File: config.mk
export PLATFORM = sky130hd
export DESIGN_NAME = alu_pipe_flat
export DESIGN_NICKNAME = d
export VERILOG_FILES = /design/src/rtl/alu_pipe_if.sv /design/src/rtl/alu_pipe.sv /design/src/flat_wrapper.sv
export SDC_FILE = /design/constraint.sdc
export NUM_CORES = 1
export LEC_CHECK = 0
export BUFFER_PORTS_ARGS = -buffer_cell sky130_fd_sc_hd__clkbuf_2
export CORE_MARGIN = 2
export CORE_UTILIZATION = 28
export DETAILED_ROUTE_END_ITERATION = 6
export SYNTH_ARGS = -nofsm -noshare
export SYNTH_HDL_FRONTEND = slang
export SYNTH_SLANG_ARGS = --single-unit
File: constraint.sdc
create_clock -name clk -period 4.3 [get_ports clk]
set_clock_uncertainty 0.1 [all_clocks]
set_input_delay 0.645 -clock clk [delete_from_list [all_inputs] [get_ports clk]]
set_output_delay 0.645 -clock clk [all_outputs]
set_load 0.1 [all_outputs]
File: src/rtl/alu_pipe_if.sv
// Issue-side and result-side valid/ready channels of the pipelined ALU.
interface alu_pipe_if #(
    parameter int WIDTH = 32,
    parameter int TAG_W = 3
);
    logic             in_valid;
    logic             in_ready;
    logic [3:0]       in_op;
    logic [WIDTH-1:0] in_a;
    logic [WIDTH-1:0] in_b;
    logic [TAG_W-1:0] in_tag;
    logic             out_valid;
    logic             out_ready;
    logic [WIDTH-1:0] out_result;
    logic [TAG_W-1:0] out_tag;

    modport master (
        output in_valid, in_op, in_a, in_b, in_tag, out_ready,
        input  in_ready, out_valid, out_result, out_tag
    );

    modport slave (
        input  in_valid, in_op, in_a, in_b, in_tag, out_ready,
        output in_ready, out_valid, out_result, out_tag
    );
endinterface

File: src/rtl/alu_pipe.sv
// Two-stage pipelined integer ALU with tags; result valid after the second edge.
// Backpressure: S2 holds on !out_ready, S1 holds behind it, in_ready drops when both are full.
module alu_pipe #(
    parameter int WIDTH = 32,
    parameter int TAG_W = 3
) (
    input  logic      clk,
    input  logic      rst_n,
    input  logic      flush,
    alu_pipe_if.slave bus,
    output logic      busy
);
    localparam int SH_W = $clog2(WIDTH);

    typedef struct packed {
        logic [3:0]       op;
        logic [WIDTH-1:0] a;
        logic [WIDTH-1:0] b;
        logic [TAG_W-1:0] tag;
    } op_t;

    op_t              s1_q;
    logic             s1_vld_q, s1_vld_d;
    logic             s2_vld_q, s2_vld_d;
    logic [WIDTH-1:0] res_q, res_d;
    logic [TAG_W-1:0] tag_q;
    logic             s2_adv, s1_free, accept, s2_load, cmp;
    logic [SH_W-1:0]  shamt;

    assign s2_adv       = !s2_vld_q || bus.out_ready;
    assign s1_free      = !s1_vld_q || s2_adv;
    assign bus.in_ready = s1_free && !flush;
    assign accept       = bus.in_valid && bus.in_ready;
    assign s2_load      = s1_vld_q && s2_adv && !flush;

    assign bus.out_valid  = s2_vld_q;
    assign bus.out_result = res_q;
    assign bus.out_tag    = tag_q;
    assign busy           = s1_vld_q || s2_vld_q;

    assign shamt = s1_q.b[SH_W-1:0];

    always_comb begin
        cmp   = 1'b0;
        res_d = '0;
        case (s1_q.op)
            4'd0:  res_d = s1_q.a + s1_q.b;
            4'd1:  res_d = s1_q.a & s1_q.b;
            4'd2:  res_d = s1_q.a | s1_q.b;
            4'd3:  res_d = s1_q.a << shamt;
            4'd4:  res_d = s1_q.a >> shamt;
            4'd7:  res_d = $unsigned($signed(s1_q.a) >>> shamt);
            4'd8:  res_d = s1_q.a - s1_q.b;
            4'd9:  res_d = s1_q.a ^ s1_q.b;
            4'd5:  cmp = $signed(s1_q.a) < $signed(s1_q.b);
            4'd6:  cmp = s1_q.a < s1_q.b;
            4'd10: cmp = s1_q.a == s1_q.b;
            4'd11: cmp = $signed(s1_q.a) >= $signed(s1_q.b);
            4'd12: cmp = s1_q.a != s1_q.b;
            4'd13: cmp = s1_q.a >= s1_q.b;
            default: res_d = '0;
        endcase
        if (s1_q.op inside {4'd5, 4'd6, 4'd10, 4'd11, 4'd12, 4'd13}) begin
            res_d = {{(WIDTH-1){1'b0}}, cmp};
        end
    end

    // Flush kills both valid bits; payload registers may keep stale data.
    always_comb begin
        s1_vld_d = s1_vld_q;
        s2_vld_d = s2_vld_q;
        if (flush) begin
            s1_vld_d = 1'b0;
            s2_vld_d = 1'b0;
        end else begin
            if (s2_adv) s2_vld_d = s1_vld_q;
            if (s1_free) s1_vld_d = bus.in_valid;
        end
    end

    always_ff @(posedge clk or negedge rst_n) begin
        if (!rst_n) begin
            s1_vld_q <= 1'b0;
            s2_vld_q <= 1'b0;
            s1_q     <= '0;
            res_q    <= '0;
            tag_q    <= '0;
        end else begin
            s1_vld_q <= s1_vld_d;
            s2_vld_q <= s2_vld_d;
            if (accept) begin
                s1_q <= '{op: bus.in_op, a: bus.in_a, b: bus.in_b, tag: bus.in_tag};
            end
            if (s2_load) begin
                res_q <= res_d;
                tag_q <= s1_q.tag;
            end
        end
    end
endmodule

File: src/flat_wrapper.sv
// flat-port wrapper written by rule: the top's interface ports become plain ports
module alu_pipe_flat 
#(
    parameter int WIDTH = 32,
    parameter int TAG_W = 3
)
  (clk, rst_n, flush, busy, bus_in_valid, bus_in_op, bus_in_a, bus_in_b, bus_in_tag, bus_out_ready, bus_in_ready, bus_out_valid, bus_out_result, bus_out_tag);
  alu_pipe_if #(.WIDTH(WIDTH), .TAG_W(TAG_W)) bus_i ();
  input  logic clk;
  input  logic rst_n;
  input  logic flush;
  output logic busy;
  input wire logic [$bits(bus_i.in_valid)-1:0] bus_in_valid;
  input wire logic [$bits(bus_i.in_op)-1:0] bus_in_op;
  input wire logic [$bits(bus_i.in_a)-1:0] bus_in_a;
  input wire logic [$bits(bus_i.in_b)-1:0] bus_in_b;
  input wire logic [$bits(bus_i.in_tag)-1:0] bus_in_tag;
  input wire logic [$bits(bus_i.out_ready)-1:0] bus_out_ready;
  output wire logic [$bits(bus_i.in_ready)-1:0] bus_in_ready;
  output wire logic [$bits(bus_i.out_valid)-1:0] bus_out_valid;
  output wire logic [$bits(bus_i.out_result)-1:0] bus_out_result;
  output wire logic [$bits(bus_i.out_tag)-1:0] bus_out_tag;
  assign bus_i.in_valid = bus_in_valid;
  assign bus_i.in_op = bus_in_op;
  assign bus_i.in_a = bus_in_a;
  assign bus_i.in_b = bus_in_b;
  assign bus_i.in_tag = bus_in_tag;
  assign bus_i.out_ready = bus_out_ready;
  assign bus_in_ready = bus_i.in_ready;
  assign bus_out_valid = bus_i.out_valid;
  assign bus_out_result = bus_i.out_result;
  assign bus_out_tag = bus_i.out_tag;
  alu_pipe #(.WIDTH(WIDTH), .TAG_W(TAG_W)) u_core (.clk(clk), .rst_n(rst_n), .flush(flush), .bus(bus_i), .busy(busy));
endmodule
==> impl_metrics.tcl <==
set metrics [dict create \
    stdcell_count 2261 \
    cts_buffer_depth 2 \
    crit_chain "inv_1 -> ha_1 -> or4_1 -> or3_1 -> nor3_1 -> a21bo_2 -> o211ai_2 -> nor4_1 -> a2111oi_0 -> a41oi_1" \
    cts_resized 0 \
    cts_sinks 108 \
    start_util_pct 28.4 \
    worst_pin_slew_ns 1.03 \
    seq_area_frac_synth_pct 21.0 \
    p_per_area_nw_per_um2 490 \
    synthArstFlopShare_pct 100 \
    drt-total-wl_mm 59.5 \
    period_share_pct 92.8 \
    wl_per_cell_um 26.3 \
    routabilityCongestion 1.02 \
    cts_tree "built" \
    reg2reg_depth 10 \
    drc 2 \
    ioPinCount 114 \
    maxSlewViolCount 0 \
    grt_pass1_wl_mm 86.8 \
    synth_commonest_cells "nor2_1, a21oi_1, nand2_1, dfrtp_1, ha_1" \
    area_growth_pct 13.6 \
    outcome "finished, violations left" \
    placement.io_buffers 113 \
    hp-class "in2async" \
    critPathLaunchType "flip-flop" \
    vias 13600 \
    ctsHoldBuffers 0 \
    drt-pass1-iter-count 7 \
    first_iter_violations 1866 \
    cp_max_fo 12 \
    period_minus_slack_ns 3.99 \
    cts_buffers 9 \
    gr-usage-all-layers_pct 24.7 \
    detail-route-antenna-nets 0 \
    r2r-start "u_core.s1_q[51]" \
    yosys-top-cells-area "dfrtp_1, ha_1, mux4_2, mux2_2, a21oi_1" \
    violations "DRC" \
    ys_types 75 \
    final_util_pct 32.2 \
    syn_nets 1741 \
    power.leakage_nw 6.30 \
    syn_area_per_cell_um2 8.23 \
    setup_viol 0 \
    fmaxAchievable_mhz 251 \
    grt_pass1_vias 12900 \
    yosys.area.top_type_share_pct 21.0 \
    dieHeight_um 218 \
    postSynthCellCount 1563 \
    critPathKind "reg2reg" \
    path_clk_slew_ns 0.08 \
    clk_latency_ns 0.41 \
    htree_levels 3 \
    overflow 0 \
    antenna_found_initial 1 \
    max_stage_delay_ns 0.66 \
    drive_gt1_share_pct 22.0 \
    syn-cell-area_um2 12900 \
    yosys_warnings 0 \
    drv_cap 0 \
    post_cts_buffers 0 \
    die_w_um 218 \
    synth_ff_type "dfrtp_1" \
    hold_viol_final 0 \
    grt_max_degree 67 \
    yosysMostFrequentCell "nor2_1" \
    ys_seq_elements 108 \
    multi_input_comb_area_um2 9330 \
    cp_data_arrival_time_ns 4.15 \
    num_rows 78 \
    vias_per_cell 6.03 \
    reg2reg_slack_ns 0.31 \
    worstSetupEndpointType "flip-flop" \
    fin_hold_ws_ns 0.221 \
    layout.nets 1833 \
    register_area_um2 2710 \
    fill_cells 4801 \
    dpl.cell_count 2244 \
    critical_path_required_ns 4.46 \
    cts_root_buffer "clkbuf_16" \
    r2r_end "u_core.bus.out_result[0]" \
    crit_path_top_delay_cell "dfrtp_1" \
    synth-edff-count 0 \
    synth_top_cell_by_area "dfrtp_1" \
    slew_headroom_pct 30.6 \
    rsz0062_at_grt "false" \
    setup_tns_ns 0 \
    ir_worst_vdd_mv 0.343 \
    core_area_um2 45400 \
    post-dp-hpwl_mm 45.2 \
    die-area_um2 47700 \
]
==> registers in the layout (all words and copies together), names as in the netlist <==
| signal | cells |
|---|---|
| u_core.s1_q | 71 |
| u_core.bus.out_result | 32 |
| u_core.bus.out_tag | 3 |
| u_core.bus.out_valid | 1 |
| u_core.s1_vld_q | 1 |
==> power by group <==
group	switching [mW]	total (mW)	internal, mW
clock network	0.475	0.906	0.431
registers	0.247	1.46	1.21
logic	3.26	4.80	1.54
total	3.98	7.16	3.18
==> stage by stage <==
step / instance area [µm²] / setup WS, ns / power (mW)
2_1_floorplan: 12900 / 0.449 / 4.73
6_report: 14600 / 0.309 / 7.16
3_5_place_dp: 14300 / 0.498 / 6.13
5_1_grt: 14600 / 0.186 / 7.53
4_1_cts: 14600 / 0.477 / 7.09
3_3_place_gp: 14300 / 0.595 / 6.13
==> layout make-up <==
| cell class | count | share of cell area, % |
|---|---|---|
| Clock inverter | 5 | 0.291 |
| Inverter | 99 | 2.54 |
| Timing Repair Buffer | 189 | 7.96 |
| Antenna cell | 1 | 0.0171 |
| Multi-Input combinational cell | 1248 | 63.8 |
| Sequential cell | 108 | 18.5 |
| Clock buffer | 11 | 1.73 |
| Tap cell | 600 | 5.13 |
==> logic make-up after synthesis <==
kind of cell / share of synthesized area [%]
flip-flops: 21.0
multiplexers: 18.8
buffers and inverters: 6.71
AO/OA/AOI/OAI: 26.0
adder cells (fa/ha/maj): 10.0
XOR/XNOR: 1.16
AND/OR/NAND/NOR: 16.3
==> cells in the final DEF, fill, tap and decap left out, types with 20 or more instances in the layout <==
cell type / count
a211oi_1: 22
mux2i_1: 44
mux2_2: 86
buf_4: 75
a221oi_1: 20
ha_1: 100
a31oi_1: 20
nor2_1: 160
o21ai_0: 81
inv_1: 96
nor3_1: 43
mux4_2: 45
dfrtp_1: 105
a21oi_1: 130
nand3_1: 22
clkbuf_2: 112
nand2_1: 115
o211ai_1: 24
==> worst max-delay path, delay by kind of cell, from the launching register on <==
| family | cells | cell delay, ns |
|---|---|---|
| AOI/OAI and AO/OA | 4 | 1.03 |
| adders and majority gates | 1 | 0.51 |
| buffers and inverters | 1 | 0.22 |
| DFF | 1 | 0.66 |
| and+or+nand+nor | 4 | 1.31 |
==> worst max path at each step <==
stage                                     from                       end  cells after the start  slack, ns
after floorplan           u_core.bus.out_valid           u_core.s1_q[10]                      5       0.45
after global placement         u_core.s1_q[51]  u_core.bus.out_result[0]                     10       0.60
after detailed placement       u_core.s1_q[51]  u_core.bus.out_result[0]                     10       0.50
after CTS                      u_core.s1_q[51]  u_core.bus.out_result[0]                     10       0.48
after global routing           u_core.s1_q[51]  u_core.bus.out_result[0]                     10       0.19
final                          u_core.s1_q[51]  u_core.bus.out_result[0]                     10       0.31
==> routing by layer <==
| layer | track usage (%) | vias to the layer above | share of wire [%] |
|---|---|---|---|
| li1 | - | 6012 | - |
| met1 | 33.8 | 6639 | 42 |
| met2 | 36.1 | 836 | 42 |
| met3 | 6.42 | 151 | 11 |
| met4 | 11.3 | 2 | 4.8 |
| met5 | 0 | - | 0.022 |
No activity file was read; power rests on OpenSTA's default activity.
